==> src/rtl/ifid_skid_stage.sv <==
// ifid_skid_stage
//   Fetch/decode pipeline boundary register with a valid/ready handshake,
//   a two-entry skid buffer (main + skid), flush-to-bubble and saturating
//   stall/flush event counters. in_ready is registered, so there is no
//   combinational path from decode stall back to fetch.
//
// Ports:
//   Clk, Reset        clock, synchronous active-high reset
//   in_valid/in_ready fetch-side handshake (in_ready registered)
//   in_pc, in_instr   PC-plus-4 and instruction offered by fetch
//   flush             redirect kill; discards held and offered entries
//   out_valid/out_ready decode-side handshake (out_valid registered)
//   out_pc, out_instr registered entry presented to decode (bubble when empty)
//   stall_cnt         saturating count of out_valid & ~out_ready cycles
//   flush_cnt         saturating count of flush cycles
module ifid_skid_stage #(
    parameter int unsigned          PC_W      = 32,
    parameter int unsigned          INSTR_W   = 32,
    parameter logic [INSTR_W-1:0]   NOP_INSTR = '0,
    parameter int unsigned          CNT_W     = 16
) (
    input  logic               Clk,
    input  logic               Reset,
    input  logic               in_valid,
    output logic               in_ready,
    input  logic [PC_W-1:0]    in_pc,
    input  logic [INSTR_W-1:0] in_instr,
    input  logic               flush,
    output logic               out_valid,
    input  logic               out_ready,
    output logic [PC_W-1:0]    out_pc,
    output logic [INSTR_W-1:0] out_instr,
    output logic [CNT_W-1:0]   stall_cnt,
    output logic [CNT_W-1:0]   flush_cnt
);

    typedef enum logic [1:0] {
        EMPTY = 2'd0,
        ONE   = 2'd1,
        FULL  = 2'd2
    } state_t;

    state_t             state, state_n;
    logic [PC_W-1:0]    main_pc_n, skid_pc, skid_pc_n;
    logic [INSTR_W-1:0] main_instr_n, skid_instr, skid_instr_n;
    logic               in_ready_n, out_valid_n;
    logic [CNT_W-1:0]   stall_cnt_n, flush_cnt_n;
    logic               in_fire, out_fire;

    assign in_fire  = in_valid & in_ready;
    assign out_fire = out_valid & out_ready;

    always_ff @(posedge Clk) begin
        if (Reset) begin
            state      <= EMPTY;
            in_ready   <= 1'b1;
            out_valid  <= 1'b0;
            out_pc     <= '0;
            out_instr  <= NOP_INSTR;
            skid_pc    <= '0;
            skid_instr <= '0;
            stall_cnt  <= '0;
            flush_cnt  <= '0;
        end else begin
            state      <= state_n;
            in_ready   <= in_ready_n;
            out_valid  <= out_valid_n;
            out_pc     <= main_pc_n;
            out_instr  <= main_instr_n;
            skid_pc    <= skid_pc_n;
            skid_instr <= skid_instr_n;
            stall_cnt  <= stall_cnt_n;
            flush_cnt  <= flush_cnt_n;
        end
    end

    always_comb begin
        state_n      = state;
        main_pc_n    = out_pc;
        main_instr_n = out_instr;
        skid_pc_n    = skid_pc;
        skid_instr_n = skid_instr;

        if (flush) begin
            state_n = EMPTY;
        end else begin
            unique case (state)
                EMPTY: begin
                    if (in_fire) begin
                        main_pc_n    = in_pc;
                        main_instr_n = in_instr;
                        state_n      = ONE;
                    end
                end
                ONE: begin
                    if (in_fire && out_fire) begin
                        main_pc_n    = in_pc;
                        main_instr_n = in_instr;
                    end else if (out_fire) begin
                        state_n = EMPTY;
                    end else if (in_fire) begin
                        skid_pc_n    = in_pc;
                        skid_instr_n = in_instr;
                        state_n      = FULL;
                    end
                end
                FULL: begin
                    if (out_fire) begin
                        main_pc_n    = skid_pc;
                        main_instr_n = skid_instr;
                        state_n      = ONE;
                    end
                end
                default: state_n = EMPTY;
            endcase
        end

        if (state_n == EMPTY) begin
            main_pc_n    = '0;
            main_instr_n = NOP_INSTR;
        end

        // Handshake flags are registered copies decoded from the next state.
        in_ready_n  = (state_n != FULL);
        out_valid_n = (state_n != EMPTY);

        stall_cnt_n = stall_cnt;
        if (out_valid && !out_ready && (stall_cnt != '1))
            stall_cnt_n = stall_cnt + 1'b1;

        flush_cnt_n = flush_cnt;
        if (flush && (flush_cnt != '1))
            flush_cnt_n = flush_cnt + 1'b1;
    end

endmodule

==> config.mk <==
export PLATFORM = sky130hd
export DESIGN_NAME = ifid_skid_stage
export DESIGN_NICKNAME = d
export VERILOG_FILES = /design/src/rtl/ifid_skid_stage.sv
export SDC_FILE = /design/constraint.sdc
export NUM_CORES = 1
export LEC_CHECK = 0
export CAP_MARGIN = 20
export CORE_MARGIN = 3
export CORE_UTILIZATION = 54
export CTS_CLUSTER_SIZE = 28
export DETAILED_ROUTE_END_ITERATION = 6
export PLACE_DENSITY = 0.83
export SLEW_MARGIN = 20
export SYNTH_ARGS = -nofsm -noshare
export SYNTH_HDL_FRONTEND = slang
export SYNTH_SLANG_ARGS = --single-unit
==> constraint.sdc <==
create_clock -name Clk -period 5.05 [get_ports Clk]
set_input_delay 1.01 -clock Clk [delete_from_list [all_inputs] [get_ports Clk]]
set_output_delay 1.01 -clock Clk [all_outputs]
set_load 0.05 [all_outputs]
==> results.toml, run 1 <==
[layout]
fin_util = 0.7510
nNetsFinal = 987
stdcell_area_um2 = 9246
diodes = 0
area_growth_pct = 32.56
fin_cells = 1096
final_layout_size_suffix_gt1_frac = 0.05496

[grt]
grt_pass1_vias = 6278
grt_use_total = 0.2564
grt_max_degree = 129
antenna_found_initial = 0
gr-total-overflow = 0
grt_pass1_wl_um = 30480

[clock_network]
post-cts-setup-buffer-count = 0
cts_max_level = 4
path_clk_slew_ns = 0.06
numCtsBuffers = 17
cts_tree = "yes"
clk_latency_ns = 0.42
cts_hold_buf = 0
clockBufferDepth = 2
cts.repair.resized = 0
clockRootBuffer = "clkbuf_16"
clock-sinks = 164

[critical_path]
crit_fanout = 82
critPathKind = "in2reg"
worstPathArrival_ns = 3.26
critPathLaunchType = "primary input"
path_cells = "clkdlybuf4s50_1 -> inv_4 -> buf_4 -> a21oi_1 -> a311oi_1"
cp-end-kind = "flop"
cp_slowest_cell = "buf_4"
cp.required_ns = 5.37
cp_slowest_stage_delay_ns = 0.73

[pwr]
power_density_nw_per_um2 = 305.2
peakVddDrop_mv = 0.1937
p_total_mw = 2.822
leakage_nw = 3.410

[floorplan]
initial_utilization = 0.5666
core_area_um2 = 12310
num_io_pins = 167
fp.dieH_um = 119.7
die_area_um2 = 14320
die_x_um = 119.7
row_count = 40

[synth]
yosys_most_used_dff = "dfxtp_1"
avgSynthCellArea_um2 = 8.785
synth_cell_types = 46
synth_edf_count = 0
synth_nets = 865
synth_area_um2 = 6975
synth_area_leaders = "dfxtp_1 (47%), a21oi_1 (11%), mux2i_1 (9.5%), a311oi_1 (8.2%), nand2_1 (7.5%)"
netlist_instances = 794
synth_seq_area_share = 0.4707
synth.largest_area_cell = "dfxtp_1"
yosysTopAreaCellShare = 0.4707
yosys_warnings = 0
synth-seq-cells = 164
async_flop_share = 0

[sta]
hold_viol = 0
maxSlewHeadroom = 0.2740
timing.final.ws_setup_ns = 2.108
timing.hold.ws_ns = 0.4522
rsz0062_at_grt = "no"
clock_skew_ns = 0.005161
period_share = 0.5825
fmax_mhz = 339.9
min_period_ns = 2.942
tightest_slew_ns = 1.089
slew_viol_final = 0
setup_viol = 0
tns_ns = 0

[place]
placed_cells_incl_taps = 1063
finalWeightedCongestion = 0.7997
place_hpwl_um = 11710
place_area_um2 = 8638
io_buffers = 166
place_ws_ns = 1.463

[drt]
drt_iter0_drc = 564
viasPerCell = 6.033
vias = 6612
wire_per_inst_um = 17.23
drc_errors = 0
ant_nets = 0
routed_wl_um = 18890
drt_first_pass_iters = 5

[job]
drv_cap = 0

[run_status]
outcome = "finished clean"

[worst_hold_path]
hold_class = "reg2reg"
==> registers in the layout, indices dropped and copies added (netlist names) <==
register,count
flush_cnt,16
in_ready,1
out_instr,32
out_pc,32
out_valid,1
skid_instr,32
skid_pc,32
stall_cnt,16
state,2
==> per-layer routing <==
layer  up-vias  global-route usage  wire, µm  part of all wire
met5         -                   0         0                 0
met4         0              0.1217       593             0.031
met3        43             0.05844      1172             0.062
met2       233              0.4276      9353              0.50
met1      3167              0.3140      7768              0.41
li1       3169                   -         -                 -
==> power by group <==
| group | internal [mW] | leakage, nW | switching (mW) |
|---|---|---|---|
| Sequential | 1.31 | 1.32 | 0.0138 |
| Clock | 0.698 | 0.262 | 0.501 |
| Combinational | 0.117 | 1.82 | 0.177 |
==> cells in the final DEF, fill, tap and decap left out, types with 2 or more instances in the layout <==
cell type	instances
a21oi_1	154
a311oi_1	65
and2_1	3
and3_1	4
and4_1	2
buf_4	6
clkbuf_1	3
clkbuf_16	17
clkbuf_8	2
clkdlybuf4s50_1	165
clkinv_2	4
clkinvlp_4	3
dfxtp_1	164
ha_1	2
inv_1	9
mux2_2	2
mux2i_1	66
nand2_1	139
nand2b_1	2
nand3_1	11
nand4_1	9
nor2_1	9
nor2b_1	5
nor3_1	5
nor4_1	5
o211ai_1	2
o21ai_0	10
o31ai_1	10
o41ai_1	2
or2_2	2
or3_1	9
or4_1	11
==> synth_stat cells, types with 3 or more instances <==
master / count
or3_1: 9
nor4_1: 5
or4_1: 11
nor2b_1: 5
clkbuf_1: 51
nor3_1: 5
dfxtp_1: 164
nand3_1: 12
and3_1: 5
o21ai_0: 11
mux2i_1: 66
inv_1: 9
buf_1: 5
a21oi_1: 154
buf_2: 14
nand2_1: 139
nor2_1: 9
and2_1: 3
a311oi_1: 65
nand4_1: 9
nand2b_1: 3
o31ai_1: 10
==> final timing paths <==
check	startpoint	cells after the start	endpoint	slack, ns
worst min-delay path	skid_pc[24]$_SDFFE_PP0P_	2	skid_pc[24]$_SDFFE_PP0P_	0.45
worst max-delay path	flush	5	out_instr[20]$_SDFFE_PP0P_	2.11
worst min register to register	skid_pc[24]$_SDFFE_PP0P_	2	skid_pc[24]$_SDFFE_PP0P_	0.45
worst max register to register	state[1]$_SDFF_PP0_	5	out_instr[20]$_SDFFE_PP0P_	2.74
==> kinds of logic after synthesis <==
group / share of synthesized area
AOI/OAI and AO/OA: 0.2285
and+or+nand+nor: 0.1512
DFF: 0.4707
buffers and inverters: 0.04556
muxes: 0.09794
xor gates and xnor gates: 0.002512
adders and majority gates: 0.003587
==> critical path: cells and delay by family <==
kind            cells  cell delay (ns)
buf+inv             3             1.74
compound gates      2             0.50
==> area by class of cell <==
type                    instances  area (µm²)
repair buffers                173        1744
inverters                      10       40.04
fillers                       921        3065
multi-input cells             550        3423
flip-flops and latches        164        3283
clock inverters                 9       81.33
well taps                     168       210.2
clock buffers                  22       464.2
No activity file was read; power rests on OpenSTA's default activity.
==> inputs of run 2 (changes only) <==
- CORE_UTILIZATION: 54 -> 50
- PLACE_DENSITY: 0.83 -> 0.77
- clock period: 5.05 -> 3.1 ns (I/O delays scaled with it)
==> results.toml, run 2 (same netlist as run 1, synthesis figures left out) <==
[clock_network]
post-cts-setup-buffer-count = 0
clockRootBuffer = "clkbuf_16"
clockBufferDepth = 2
clock-sinks = 164
cts_max_level = 4
cts.repair.resized = 0
cts_hold_buf = 0
path_clk_slew_ns = 0.06
clk_latency_ns = 0.42
cts_tree = "yes"
numCtsBuffers = 17

[pwr]
leakage_nw = 3.466
peakVddDrop_mv = 0.3235
power_density_nw_per_um2 = 497.8

[grt]
grt_use_total = 0.2388
antenna_found_initial = 0
grt_max_degree = 129
grt_pass1_wl_um = 29220
gr-total-overflow = 0
grt_pass1_vias = 6004

[layout]
area_growth_pct = 33.97
mostFrequentLayoutCell = "clkdlybuf4s50_1"
diodes = 0
nNetsFinal = 992
final_layout_size_suffix_gt1_frac = 0.06210
layout_common_cells = "clkdlybuf4s50_1 (165), dfxtp_1 (164), a21oi_1 (154)"
fin_cells = 1110
stdcell_area_um2 = 9345
fin_util = 0.6947

[critical_path]
critPathCapture = "stall_cnt[4]"
r2r_start = "stall_cnt[0]$_SDFFE_PP0P_"
r2r_slack_ns = 0.81
cp_slowest_cell = "clkdlybuf4s50_1"
crit_fanout = 8
worstPathArrival_ns = 1.80
critPathLaunchType = "flop"
cp_top_family = "buffers and inverters"
r2r_end = "stall_cnt[4]$_SDFFE_PP0P_"
critPathKind = "reg2out"
cp.depth = 1
path_buf_inv = 1
crit_start = "stall_cnt[4]$_SDFFE_PP0P_"
reg2reg_depth = 5
cp.required_ns = 2.48
cp-end-kind = "output pin"
cp_slowest_stage_delay_ns = 0.87
path_cells = "clkdlybuf4s50_1"

[sta]
maxSlewHeadroom = 0.4413
period_share = 0.7815
tightest_slew_ns = 0.8304
hold_viol = 0
clock_skew_ns = 0.009150
tns_ns = 0
slew_viol_final = 0
min_period_ns = 2.423
fmax_mhz = 412.8
setup_viol = 0
rsz0062_at_grt = "no"

[floorplan]
fp.dieH_um = 124.1
initial_utilization = 0.5185
die_x_um = 124.1
row_count = 42
core_area_um2 = 13450
die_area_um2 = 15400
num_io_pins = 167

[drt]
vias = 6566
wire_per_inst_um = 16.84
drt_iter0_drc = 476
routed_wl_um = 18690
drt_first_pass_iters = 5
ant_nets = 0
drc_errors = 0
viasPerCell = 5.915

[place]
finalWeightedCongestion = 0.8163
place_hpwl_um = 11830
placed_cells_incl_taps = 1078
place_area_um2 = 8763
io_buffers = 166

[run_status]
outcome = "finished clean"

[job]
drv_cap = 0

[worst_hold_path]
hold_class = "reg2reg"
run 2: final cells by class:
type                    count  area [µm²]
inverters                  10       40.04
well taps                 176       220.2
flip-flops and latches    164        3283
clock buffers              22       474.2
fillers                  1073        4108
repair buffers            178        1812
clock inverters            10       96.34
multi-input cells         550        3420
run 2: worst min-delay path by stage:
| stage | endpoint | start | cells after the start |
|---|---|---|---|
| 6_report | skid_pc[22]$_SDFFE_PP0P_ | skid_pc[22]$_SDFFE_PP0P_ | 2 |
| 5_1_grt | skid_pc[15]$_SDFFE_PP0P_ | skid_pc[15]$_SDFFE_PP0P_ | 2 |
| 4_1_cts | skid_instr[17]$_SDFFE_PP0P_ | skid_instr[17]$_SDFFE_PP0P_ | 2 |
| 3_5_place_dp | skid_instr[17]$_SDFFE_PP0P_ | skid_instr[17]$_SDFFE_PP0P_ | 2 |
| 3_3_place_gp | skid_instr[30]$_SDFFE_PP0P_ | skid_instr[30]$_SDFFE_PP0P_ | 2 |
| 2_1_floorplan | skid_instr[0]$_SDFFE_PP0P_ | skid_instr[0]$_SDFFE_PP0P_ | 2 |
run 2: metrics by stage:
| step | setup WS [ns] | power [mW] | hold WS [ns] |
|---|---|---|---|
| 3_3_place_gp | 0.6223 | 2.676 | 0.4406 |
| 5_1_grt | 0.5359 | 4.828 | 0.4687 |
| 6_report | 0.6774 | 4.652 | 0.4512 |
| 3_5_place_dp | 0.5241 | 2.687 | 0.4463 |
| 2_1_floorplan | 0.8271 | 2.487 | 0.4357 |
| 4_1_cts | 0.4757 | 4.689 | 0.4550 |
run 2: where the power goes:
group	switching (mW)	internal [mW]
Clock	0.833	1.17
Combinational	0.286	0.195
Sequential	0.0231	2.14
Total	1.14	3.51
run 2: metal layers:
layer | GRT usage | part of all wire
met1 | 0.3008 | 0.43
met5 | 0 | 0
met4 | 0.09856 | 0.019
met2 | 0.3882 | 0.48
met3 | 0.06403 | 0.073
